===== src/rtl/data_types.sv =====
// Shared datapath types for the out-of-order core: machine word, reservation
// station tag (with its NO_VAL sentinel) and the branch redirect FSM states.
// No ports; imported by the modules that need these types.
package data_types;

  typedef logic [31:0] word32_t;

  localparam int unsigned TAG_W = 4;
  typedef logic [TAG_W-1:0] rs_tag_t;

  // All-ones tag never names a real unit; it marks "no tag held".
  localparam rs_tag_t NO_VAL = '1;

  typedef enum logic [1:0] {
    IDLE     = 2'd0,
    FLUSH    = 2'd1,
    REDIRECT = 2'd2
  } redirect_state_t;

endpackage


===== src/rtl/br_redirect.sv =====
// Branch mispredict redirect: static not-taken prediction; taken result -> flush, then redirect fetch.
// Latency: flush_o from the cycle after accept for FLUSH_CYCLES cycles, redirect_valid_o FLUSH_CYCLES+1 after accept.
// Backpressure: br_ready_o low outside IDLE (results dropped); redirect held until fetch_ready_i.
//
// Ports:
//   clk_i, rst_i          clock, synchronous active-high reset
//   br_valid_i/_taken_i   branch ALU result and its resolved direction
//   br_target_i/_tag_i    resolved target PC and issuing branch unit tag
//   br_ready_o            result accepted this cycle (IDLE only, combinational)
//   flush_o, stall_o      squash speculative state / hold issue and dispatch
//   redirect_valid_o/_pc_o, fetch_ready_i   valid/ready redirect towards fetch
//   last_tag_o            tag of the most recent mispredicting branch
//   mispredict_cnt_o      saturating mispredict count
module br_redirect
  import data_types::*;
#(
  parameter int unsigned FLUSH_CYCLES = 2,
  parameter int unsigned CNT_W        = 16
) (
  input  logic             clk_i,
  input  logic             rst_i,
  input  logic             br_valid_i,
  input  logic             br_taken_i,
  input  word32_t          br_target_i,
  input  rs_tag_t          br_tag_i,
  output logic             br_ready_o,
  output logic             flush_o,
  output logic             redirect_valid_o,
  output word32_t          redirect_pc_o,
  input  logic             fetch_ready_i,
  output logic             stall_o,
  output rs_tag_t          last_tag_o,
  output logic [CNT_W-1:0] mispredict_cnt_o
);

  // Counter is loaded with FLUSH_CYCLES-1 and FLUSH exits when it reads 0,
  // giving exactly FLUSH_CYCLES cycles in FLUSH.
  localparam logic [3:0] FLUSH_LOAD = 4'(FLUSH_CYCLES - 1);

  redirect_state_t state, state_nxt;
  logic [3:0]      flush_cnt, flush_cnt_nxt;
  logic            accept_mispredict;

  assign br_ready_o = (state == IDLE);

  always_comb begin
    state_nxt         = state;
    flush_cnt_nxt     = flush_cnt;
    accept_mispredict = 1'b0;
    case (state)
      IDLE: begin
        // Not-taken results match the prediction and need no action.
        if (br_valid_i && br_taken_i) begin
          accept_mispredict = 1'b1;
          state_nxt         = FLUSH;
          flush_cnt_nxt     = FLUSH_LOAD;
        end
      end
      FLUSH: begin
        if (flush_cnt == 4'd0) begin
          state_nxt = REDIRECT;
        end else begin
          flush_cnt_nxt = flush_cnt - 4'd1;
        end
      end
      REDIRECT: begin
        if (fetch_ready_i) begin
          state_nxt = IDLE;
        end
      end
      default: state_nxt = IDLE;
    endcase
  end

  // Outputs are decoded from the next state and registered, so they line up
  // with the state register without any combinational path to the ports.
  always_ff @(posedge clk_i) begin
    if (rst_i) begin
      state            <= IDLE;
      flush_cnt        <= 4'd0;
      flush_o          <= 1'b0;
      stall_o          <= 1'b0;
      redirect_valid_o <= 1'b0;
      redirect_pc_o    <= '0;
      last_tag_o       <= NO_VAL;
      mispredict_cnt_o <= '0;
    end else begin
      state            <= state_nxt;
      flush_cnt        <= flush_cnt_nxt;
      flush_o          <= (state_nxt == FLUSH);
      stall_o          <= (state_nxt != IDLE);
      redirect_valid_o <= (state_nxt == REDIRECT);
      if (accept_mispredict) begin
        redirect_pc_o <= {br_target_i[31:2], 2'b00};
        last_tag_o    <= br_tag_i;
        if (mispredict_cnt_o != {CNT_W{1'b1}}) begin
          mispredict_cnt_o <= mispredict_cnt_o + 1'b1;
        end
      end
    end
  end

endmodule

===== config.mk =====
export PLATFORM = sky130hd
export DESIGN_NAME = br_redirect
export DESIGN_NICKNAME = d
export VERILOG_FILES = /design/src/rtl/data_types.sv /design/src/rtl/br_redirect.sv
export SDC_FILE = /design/constraint.sdc
export NUM_CORES = 1
export LEC_CHECK = 0
export BUFFER_PORTS_ARGS = -buffer_cell sky130_fd_sc_hd__clkbuf_2
export CAP_MARGIN = 10
export CORE_ASPECT_RATIO = 0.7
export CORE_MARGIN = 2
export CORE_UTILIZATION = 51
export CTS_BUF_LIST = sky130_fd_sc_hd__clkbuf_16
export CTS_CLUSTER_SIZE = 10
export DETAILED_ROUTE_END_ITERATION = 10
export PLACE_DENSITY = 0.85
export REMOVE_ABC_BUFFERS = 1
export SKIP_LAST_GASP = 1
export SLEW_MARGIN = 20
export SYNTH_ARGS = -nofsm -noshare
export SYNTH_HDL_FRONTEND = slang
export SYNTH_SLANG_ARGS = --single-unit

===== constraint.sdc =====
create_clock -name clk_i -period 3.4 [get_ports clk_i]
set_clock_uncertainty 0.15 [all_clocks]
set_input_delay 0.34 -clock clk_i [delete_from_list [all_inputs] [get_ports clk_i]]
set_output_delay 0.34 -clock clk_i [all_outputs]
set_load 0.01 [all_outputs]

==> out/metrics.cfg, run 1 <==
[outcome]
status=completed

[timing]
tightest_slew_ns=0.7430
period_minus_slack_ns=2.146
setup_slack_ns=1.254
finalHoldViolCount=0
drv_slew=0
rsz0062_at_grt=no
slew_headroom_pct=50.47
setup_viol=0
fin_tns_setup_ns=0
post-route-period-util_pct=63.13
clock.fmax_mhz=465.9

[cells_and_area]
finalNetCount=419
diodes=0
drive_gt1_share_pct=29.92
final_cells=436
final_common_cell=clkbuf_2
final_cell_mix=clkbuf_2 (92), nand2_1 (74), dfxtp_1 (59), a21oi_1 (45), nor2_1 (10)
final_core_util_pct=71.80
syn2layout_area_growth_pct=32.37

[pwr]
cellLeakagePower_nw=1.411
max-vdd-ir-drop_mv=0.4023
seq_power_share_pct=40.7
switching_power_w=0.0003991
p_int_w=0.001416
switching_share_pct=21.99
combPwrFrac_pct=8.4
clkPwrFrac_pct=50.9
power_density_nw_per_um2=567.6

[yosys]
synth_area_um2=2416
seq_area_frac_synth_pct=48.89
synthDistinctLibCells=37
ys_async_sr_fraction_pct=0
synthCells=287
synth_edf_count=0
ys_warn_count=0
synth_seq_cells=59
syn_avg_cell_area_um2=8.418
synth_ff_type=dfxtp_1

[die]
die_w_um=86.27
ios=97
initial_core_util_pct=54.24
die_h_um=61.59
die-area_um2=5313
row_count=20
coreArea_um2=4454

[routing]
vias_per_cell=5.362
drtIter0Drc=116
dr.pass1.iters=4
wl_per_cell_um=13.24
postRouteAntennaNets=0
vias=2338
remaining_drc_errors=0
wl_mm=5.772

[place]
dp_hpwl_mm=4.024
gp_congestion=0.8295
dp_cells=420
portBuffers=92
preCtsSetupSlack_ns=1.240

[critical_path]
cpMaxStageDelayCell=and4bb_2
regToRegSetupSlack_ns=1.25
endpoint_kind=flop
start_kind=flop
worstPathRequired_ns=3.48
reg2reg_from=state[0]$_SDFF_PP0_
worstPathCellList=and4bb_2, buf_4, nand3_1, or3_1, a21oi_1
max_stage_delay_ns=0.44
crit_fanout=40
reg2reg_depth=5
rr_endpoint=mispredict_cnt_o[12]$_SDFFE_PP0P_
arrival_ns=2.23
critPathKind=reg -> reg

[global_route]
grt_pass1_wl_mm=9.294
overflow=0
track_usage_pct=22.75
grt_antenna_before_repair=0
grt_max_degree=41
first_global_vias=2069

[clock_network]
cts_max_level=3
cts_hold_buf=0
cts.sink_count=59
clk_latency_ns=0.32
clockBufferDepth=2
clkTransAtPathRegs_ns=0.05
ctsResizeCount=0
cts_tree=built
post_cts_buffers=0
root_buffer=clkbuf_16
cts_made_buffers=9

[worst_hold_path]
worstHoldStart=br_tag_i[3]
whs_endpoint=last_tag_o[3]$_SDFFE_PP1P_
holdPathStages=3
hold_path.class=in -> reg

[run]
maxCapViolCount=0

-- worst max path at each step --
stage | to | start | depth (start not counted)
final | mispredict_cnt_o[12]$_SDFFE_PP0P_ | state[0]$_SDFF_PP0_ | 5
after global routing | mispredict_cnt_o[12]$_SDFFE_PP0P_ | state[0]$_SDFF_PP0_ | 5
after CTS | mispredict_cnt_o[12]$_SDFFE_PP0P_ | state[0]$_SDFF_PP0_ | 5
after detailed placement | mispredict_cnt_o[12]$_SDFFE_PP0P_ | br_valid_i | 6
after global placement | mispredict_cnt_o[12]$_SDFFE_PP0P_ | br_valid_i | 6
after floorplan | mispredict_cnt_o[13]$_SDFFE_PP0P_ | state[1]$_SDFF_PP0_ | 4
-- per-layer routing --
metal	part of all wire, %	vias up	wire, um	global-route usage [%]
li1	-	1179	-	-
met1	45	1061	2604	27.49
met2	46	93	2679	38.98
met3	7.7	5	445	7.909
met4	0.73	0	42	7.589
met5	0	-	0	0
-- logic make-up after synthesis --
family,synth area share (%)
xor+xnor,1.450
buf+inv,4.039
flops,48.89
mux,1.295
simple gates,29.16
fa+ha+maj,1.036
other cells,0.1552
compound gates,13.98
-- registers in the layout, indices dropped and copies added (netlist names) --
name              flops
flush_cnt             4
flush_o               1
last_tag_o            4
mispredict_cnt_o     16
redirect_pc_o        30
redirect_valid_o      1
stall_o               1
state                 2
-- Yosys cell counts (all sizes together) (5+ instances only) --
cell | count | share of area (%)
buf | 6 | 1.6
o31ai | 6 | 1.9
a21oi | 45 | 9.3
clkbuf | 12 | 1.9
nor3 | 7 | 1.4
or3 | 5 | 1.3
dfxtp | 59 | 49
or4 | 5 | 1.6
nand2 | 74 | 11
nand3 | 8 | 1.7
o21ai | 5 | 1.0
nand4 | 7 | 3.0
nor2 | 10 | 1.6
-- power by group through the flow --
stage                     Sequential [W]  Clock [W]  Combinational (W)
final                           0.000739   0.000924           0.000152
after global routing            0.000742   0.000970           0.000170
after CTS                       0.000739   0.000942           0.000153
after detailed placement        0.000753          0           0.000152
after global placement          0.000751          0           0.000148
after floorplan                 0.000764          0          0.0000627
-- critical path, delay by kind of cell, from the launching register on --
family | cells | cell delay (ns)
DFF | 1 | 0.34
buffers and inverters | 1 | 0.43
AOI/OAI and AO/OA | 1 | 0.14
and+or+nand+nor | 3 | 0.99
-- final cells by class --
class,count,area (um^2)
clock inverters,7,83.83
well taps,55,68.82
repair buffers,95,483.0
multi-input cells,207,1141
clock buffers,9,225.2
flip-flops and latches,59,1181
inverters,4,15.01
fillers,359,1256
-- stage by stage --
stage | hold slack, ns | area [um^2] | power [W]
final | 0.08687 | 3198 | 0.001815
after global routing | 0.09108 | 3198 | 0.001882
after CTS | 0.07737 | 3198 | 0.001833
after detailed placement | 0.2970 | 2889 | 0.0009051
after global placement | 0.2911 | 2889 | 0.0008991
after floorplan | 0.2591 | 2337 | 0.0008264
No activity file was read; power rests on OpenSTA's default activity.
==> run 2: changes to the inputs <==
--- a/config.mk
+++ b/config.mk
@@ -5,15 +5,16 @@
 export SDC_FILE = /design/constraint.sdc
 export NUM_CORES = 1
 export LEC_CHECK = 0
+export ABC_AREA = 1
 export BUFFER_PORTS_ARGS = -buffer_cell sky130_fd_sc_hd__clkbuf_2
 export CAP_MARGIN = 10
 export CORE_ASPECT_RATIO = 0.7
 export CORE_MARGIN = 2
-export CORE_UTILIZATION = 51
+export CORE_UTILIZATION = 44
 export CTS_BUF_LIST = sky130_fd_sc_hd__clkbuf_16
 export CTS_CLUSTER_SIZE = 10
 export DETAILED_ROUTE_END_ITERATION = 10
-export PLACE_DENSITY = 0.85
+export PLACE_DENSITY = 0.77
 export REMOVE_ABC_BUFFERS = 1
 export SKIP_LAST_GASP = 1
 export SLEW_MARGIN = 20
==> constraint.sdc (replaced) <==
create_clock -name clk_i -period 1.77 [get_ports clk_i]
set_clock_uncertainty 0.15 [all_clocks]
set_input_delay 0.177 -clock clk_i [delete_from_list [all_inputs] [get_ports clk_i]]
set_output_delay 0.177 -clock clk_i [all_outputs]
set_load 0.01 [all_outputs]
==> run 2 against run 1 <==
Register-to-register slack got worse by 1.1 ns. First-iteration DRC count decreased by 19%. Design area increased by 13%. Count of clock-buffer cells in the layout unchanged. Largest cell class unchanged. Sequential power increased by 98%. Largest power group unchanged. Sequential share of layout area decreased by 4.3 points. Die area increased by 19%.
==> out/metrics.cfg, run 2 <==
[global_route]
grt_antenna_before_repair=0  ; unchanged
track_usage_pct=21.84  ; -0.91 points
first_global_vias=2453  ; +19%
grt_pass1_wl_mm=10.67  ; +15%
overflow=0  ; unchanged
gr-usage-met1_pct=26.36  ; -1.1 points
grtUsageMet3_pct=8.258  ; +0.35 points
met2_usage_pct=35.89  ; -3.1 points
grt_max_degree=35  ; -15%
grt-busiest-layer=met2

[critical_path]
critPathKind=reg -> reg
worstPathCellList=ha_1, inv_1, nor2_4, nand3_1, nor2_1, nand3_1, nand2_1, nor2_1
max_stage_delay_ns=0.37  ; -0.07 ns
critPathBufInv=1  ; unchanged
crit_family=simple AND/OR/NAND/NOR gates
crit_fanout=5  ; -88%
worstPathRequired_ns=1.83  ; -1.65 ns
arrival_ns=1.69  ; -0.54 ns
endpoint_kind=flop
cpMaxStageDelayCell=dfxtp_1
start_kind=flop

[yosys]
synth.most_common_cell=nor2_1
synth_ff_type=dfxtp_1
yosysTopAreaCellShare_pct=47.32  ; -1.6 points
synth_seq_cells=59  ; unchanged
synth_area_um2=2496  ; +3.3%
synthTopCellsByArea=dfxtp_1 (47%), nor2_1 (17%), nand2_1 (9.5%)
synth.largest_area_cell=dfxtp_1
synthDistinctLibCells=21  ; -43%
synth_edf_count=0  ; unchanged
syn_avg_cell_area_um2=6.953  ; -17%
seq_area_frac_synth_pct=47.32  ; -1.6 points
synth_commonest_cells=nor2_1 (114), nand2_1 (63), dfxtp_1 (59), o21ai_0 (31), nand3_1 (24)
ys_async_sr_fraction_pct=0  ; unchanged
ys_warn_count=0  ; unchanged
synthCells=359  ; +25%

[routing]
postRouteAntennaNets=0  ; unchanged
dr.pass1.iters=4  ; unchanged
wl_mm=6.563  ; +14%
wl_per_cell_um=11.64  ; -12%
drtIter0Drc=94  ; -19%
vias=2650  ; +13%
remaining_drc_errors=0  ; unchanged
vias_per_cell=4.699  ; -12%

[place]
portBuffers=92  ; unchanged
preCtsSetupSlack_ns=0.1510  ; -1.089 ns
dp_hpwl_mm=4.174  ; +3.7%
gp_congestion=0.8683  ; +4.7%
dp_cells=514  ; +22%

[pwr]
cellLeakagePower_nw=1.709  ; +21%
power_density_nw_per_um2=937.7  ; +65%
power.total_w=0.003394  ; +87%
max-vdd-ir-drop_mv=0.5930  ; +47%

[cells_and_area]
final_cell_mix=nor2_1 (113), clkbuf_2 (92), nand2_1 (63), dfxtp_1 (58), dlygate4sd3_1 (35)
top_regs=redirect_pc_o: 30 flops, mispredict_cnt_o: 16 flops
final_cells=564  ; +29%
final_common_cell=nor2_1
syn2layout_area_growth_pct=45.01
largest_reg_flops=30  ; unchanged
drive_gt1_share_pct=24.80  ; -5.1 points
diodes=0  ; unchanged
finalNetCount=531  ; +27%
final_core_util_pct=67.44  ; -4.4 points
regMostFlops=redirect_pc_o

[clock_network]
post_cts_buffers=0  ; unchanged
cts_made_buffers=9  ; unchanged
cts_tree=built
clockBufferDepth=2  ; unchanged
cts.sink_count=59  ; unchanged
root_buffer=clkbuf_16
clkTransAtPathRegs_ns=0.05  ; about the same
clk_latency_ns=0.32  ; about the same
cts_max_level=3  ; unchanged

[timing]
post-route-period-util_pct=92.13  ; +29 points
drv_slew=0  ; unchanged
clock.fmax_mhz=613.2  ; +32%
setup_slack_ns=0.1393  ; -1.114 ns
setup_viol=0  ; unchanged
period_minus_slack_ns=1.631  ; -0.5157 ns
finalHoldViolCount=0  ; unchanged
rsz0062_at_grt=yes

[die]
die_w_um=94.03  ; +9.0%
row_count=22  ; +10%
initial_core_util_pct=46.50  ; -7.7 points
die-area_um2=6301  ; +19%
ios=97  ; unchanged
coreArea_um2=5368  ; +21%
die_h_um=67.02  ; +8.8%

[outcome]
status=completed

[worst_hold_path]
hold_path.class=in -> reg

[run]
maxCapViolCount=0  ; unchanged

## run 2: changes by cell type after synthesis, moves of 4 or more
cell,change
nor2_1,+104
or3_1,-5
nand3b_1,-4
nand2_1,-11
clkbuf_1,-7
nand3_1,+16
xor2_1,-4
nand4_1,-4
or4_1,-5
inv_1,+18
a21oi_1,-32
o21ai_0,+28
o31ai_1,-6
## run 2: metal layers
layer / wire (um) / vias up
li1: - / 1385
met1: 3130 / 1177
met2: 2978 / 79
met3: 354 / 9
met4: 99 / 0
met5: 0 / -
## run 2: stage by stage
stage,instance area [um^2],TNS [ns],hold slack [ns]
2_1_floorplan,2410,-15.09,0.09607
3_3_place_gp,3008,0,0.2287
3_5_place_dp,3008,0,0.2403
4_1_cts,3618,0,0.1621
5_1_grt,3620,-0.01147,0.2032
6_report,3620,0,0.1675
## run 2: cells by family after synthesis
logic type	Yosys count	synth area share, %
other cells	1	0.1502
fa+ha+maj	2	1.002
simple gates	213	35.39
flops	59	47.32
buf+inv	39	7.068
compound gates	45	9.073
## run 2: layout make-up
type,count,area (um^2)
fill,444,1748
sequential,59,1182
multi-input combinational,262,1145
timing repair buffer,133,855.8
clock buffer,9,225.2
tap,72,90.09
inverter,23,86.33
clock inverter,6,35.03
## run 2: worst min-delay path: cells and delay by family
kind            cells  cell delay, ns
compound gates      1            0.23
simple gates        2            0.10
buf+inv             1            0.08
## run 2: final timing paths
check	from	end	slack (ns)	cells past startpoint
setup / recovery	mispredict_cnt_o[1]$_SDFFE_PP0P_	mispredict_cnt_o[14]$_SDFFE_PP0P_	0.14	8
hold / removal	fetch_ready_i	redirect_valid_o$_SDFF_PP0_	0.17	4
setup reg to reg	mispredict_cnt_o[1]$_SDFFE_PP0P_	mispredict_cnt_o[14]$_SDFFE_PP0P_	0.14	8
hold reg to reg	last_tag_o[0]$_SDFFE_PP1P_	last_tag_o[0]$_SDFFE_PP1P_	0.32	2
## run 2: repair_timing
| item | 4_1_cts | 5_1_grt |
|---|---|---|
| hold buffers | 35 | 0 |
| endpoints found under the hold margin | 40 | 0 |
| resized for setup | 0 | 1 |
| endpoints found under the setup margin | 0 | 4 |
## run 2: where the power goes
group,internal (W),leakage [nW],switching (W),total [W]
sequential,0.00141,0.483,0.0000446,0.00146
clock,0.000925,0.132,0.000564,0.00149
combinational,0.000207,1.09,0.000242,0.000449
total,0.00254,1.71,0.000851,0.00339
==> run 3: changes to the inputs <==
--- a/config.mk
+++ b/config.mk
@@ -5,16 +5,15 @@
 export SDC_FILE = /design/constraint.sdc
 export NUM_CORES = 1
 export LEC_CHECK = 0
-export ABC_AREA = 1
 export BUFFER_PORTS_ARGS = -buffer_cell sky130_fd_sc_hd__clkbuf_2
 export CAP_MARGIN = 10
 export CORE_ASPECT_RATIO = 0.7
 export CORE_MARGIN = 2
-export CORE_UTILIZATION = 44
+export CORE_UTILIZATION = 43
 export CTS_BUF_LIST = sky130_fd_sc_hd__clkbuf_16
-export CTS_CLUSTER_SIZE = 10
+export CTS_CLUSTER_SIZE = 14
 export DETAILED_ROUTE_END_ITERATION = 10
-export PLACE_DENSITY = 0.77
+export PLACE_DENSITY = 0.76
 export REMOVE_ABC_BUFFERS = 1
 export SKIP_LAST_GASP = 1
 export SLEW_MARGIN = 20
==> run 3 against run 2 <==
The run now ends with setup timing left. Clock power increased by 13%. First-iteration DRC count increased by 27%. Design area increased by 7.6%. Final cell count decreased by 8.0%. Wire length increased by 8.9%. Utilization increased by 5.5 points. Critical path type unchanged. Critical endpoint is now mispredict_cnt_o[9]$_SDFFE_PP0P_.
==> out/metrics.cfg, run 3 (synthesized netlist as in run 1, its figures left out) <==
[die]
ios=97  ; unchanged
die_h_um=66.72  ; -0.45%
initial_core_util_pct=45.24  ; -1.3 points
row_count=22  ; unchanged
coreArea_um2=5340  ; -0.51%
die_w_um=93.59  ; -0.46%
die-area_um2=6244  ; -0.91%

[timing]
setup_slack_ns=-0.07240  ; -0.2117 ns
rsz0062_at_grt=yes
fin_tns_setup_ns=-0.2495  ; -0.2495 ns
drv_slew=0  ; unchanged
post-route-period-util_pct=104.1  ; +12 points
finalHoldViolCount=0  ; unchanged
clock.fmax_mhz=542.8  ; -11%
setup_viol=7  ; +7
period_minus_slack_ns=1.842  ; +0.2117 ns

[run]
maxCapViolCount=0  ; unchanged

[critical_path]
arrival_ns=1.94  ; +0.25 ns
critPathKind=reg -> reg
reg2reg_from=state[0]$_SDFF_PP0_
endpoint=mispredict_cnt_o[9]$_SDFFE_PP0P_
rr_endpoint=mispredict_cnt_o[9]$_SDFFE_PP0P_
worstPathRequired_ns=1.87  ; +0.04 ns
regToRegSetupSlack_ns=-0.07  ; -0.21 ns
crit_family=simple AND/OR/NAND/NOR gates
crit_fanout=8  ; +3
start_kind=flop
max_stage_delay_ns=0.53  ; +0.16 ns
reg2reg_depth=4  ; -4
cpMaxStageDelayCell=or4_4
critPathBufInv=0  ; -1
worstPathCellList=and4bb_4, nand4_4, or4_4, a21oi_2
critPathLaunch=state[0]$_SDFF_PP0_
cp.depth=4  ; -4
endpoint_kind=flop

[pwr]
max-vdd-ir-drop_mv=0.6129  ; +3.4%
combPwrFrac_pct=11.1  ; -2.1 points
p_int_w=0.002658  ; +4.5%
cellLeakagePower_nw=1.725  ; +0.93%
seq_power_share_pct=40.6  ; -2.3 points
power_density_nw_per_um2=895.0  ; -4.6%
switching_power_w=0.0008277  ; -2.7%
power.total_w=0.003486  ; +2.7%
clkPwrFrac_pct=48.3  ; +4.4 points
switching_share_pct=23.74  ; -1.3 points

[outcome]
failed_checks=setup timing
status=finished, violations left

[global_route]
overflow=0  ; unchanged
grt_pass1_wl_mm=10.90  ; +2.1%
track_usage_pct=22.77  ; +0.93 points
grt_max_degree=34  ; -2.9%
first_global_vias=2451  ; -0.082%
grt_antenna_before_repair=0  ; unchanged

[clock_network]
clkTransAtPathRegs_ns=0.05  ; about the same
clk_latency_ns=0.32  ; about the same
root_buffer=clkbuf_16
cts_tree=built
cts_max_level=3  ; unchanged
clockBufferDepth=2  ; unchanged
cts.sink_count=59  ; unchanged
cts_made_buffers=9  ; unchanged

[place]
dp_hpwl_mm=4.553  ; +9.1%
portBuffers=92  ; unchanged
gp_congestion=0.7955  ; -8.4%
preCtsSetupSlack_ns=-0.09490  ; -0.2459 ns
dpl-instance-area_um2=3143  ; +4.5%

[routing]
drtIter0Drc=119  ; +27%
wl_mm=7.145  ; +8.9%
wl_per_cell_um=13.77  ; +18%
remaining_drc_errors=0  ; unchanged
vias=2607  ; -1.6%
postRouteAntennaNets=0  ; unchanged
dr.pass1.iters=4  ; unchanged
vias_per_cell=5.023  ; +6.9%

[cells_and_area]
top_regs=redirect_pc_o: 30 flops, mispredict_cnt_o: 16 flops
regMostFlops=redirect_pc_o
syn2layout_area_growth_pct=61.21
diodes=0  ; unchanged
nFillCells=411  ; -7.4%
largest_reg_flops=30  ; unchanged
drive_gt1_share_pct=37.58  ; +13 points
fin_area_um2=3895  ; +7.6%
finalNetCount=485  ; -8.7%
final_common_cell=clkbuf_2
final_cell_mix=clkbuf_2 (92), nand2_1 (73), dfxtp_1 (53), a21oi_1 (42), dlygate4sd3_1 (34)

[worst_hold_path]
hold_path.class=in -> reg

run 3: cell type report:
cell class	count	area, um^2	share of cell area, %
Multi-Input combinational cell	207	1227	31.51
Sequential cell	59	1194	30.65
Timing Repair Buffer	161	1075	27.59
Clock buffer	9	225.2	5.782
Tap cell	72	90.09	2.313
Clock inverter	7	68.82	1.767
Inverter	4	15.01	0.3855
run 3: worst min path at each step:
stage,startpoint,end,cells after the start
floorplan,rst_i,flush_o$_SDFF_PP0_,1
global placement,br_tag_i[1],last_tag_o[1]$_SDFFE_PP1P_,3
detailed placement,br_tag_i[1],last_tag_o[1]$_SDFFE_PP1P_,3
CTS,rst_i,mispredict_cnt_o[13]$_SDFFE_PP0P_,3
global route,rst_i,mispredict_cnt_o[13]$_SDFFE_PP0P_,3
finish,rst_i,mispredict_cnt_o[13]$_SDFFE_PP0P_,3
run 3: per-stage QoR:
step	cells	util, %	hold slack (ns)
floorplan	270	-	0.09607
CTS	519	71.49	0.03616
global route	519	72.94	0.08997
global placement	468	58.86	0.2372
detailed placement	468	58.86	0.2424
finish	519	72.94	0.04874
run 3: per-layer routing:
layer | global-route usage [%] | vias to the layer above | wire length (um)
met3 | 8.484 | 7 | 354
met1 | 26.65 | 1229 | 3366
met2 | 38.40 | 71 | 3380
met4 | 8.514 | 0 | 43
li1 | - | 1300 | -
met5 | 0 | - | 0
run 3: power by group through the flow:
| stage | Clock (W) | Combinational, W | Sequential (W) |
|---|---|---|---|
| after floorplan | 0 | 0.000120 | 0.00147 |
| after global placement | 0 | 0.000308 | 0.00144 |
| after detailed placement | 0 | 0.000315 | 0.00144 |
| after CTS | 0.00172 | 0.000377 | 0.00141 |
| after global routing | 0.00179 | 0.000422 | 0.00142 |
| final | 0.00168 | 0.000386 | 0.00142 |
run 3: worst register-to-register path: cells and delay by family, from the launching register on:
kind | cells | cell delay, ns
AO/OA/AOI/OAI | 1 | 0.14
flip-flops | 1 | 0.31
AND/OR/NAND/NOR | 3 | 1.17
run 3: repair_timing:
item,CTS,global route
endpoints found under the hold margin,34,0
hold buffers,34,0
gates resized for setup,7,22
endpoints found under the setup margin,9,14
pin swaps,2,4
buffers inserted,1,1
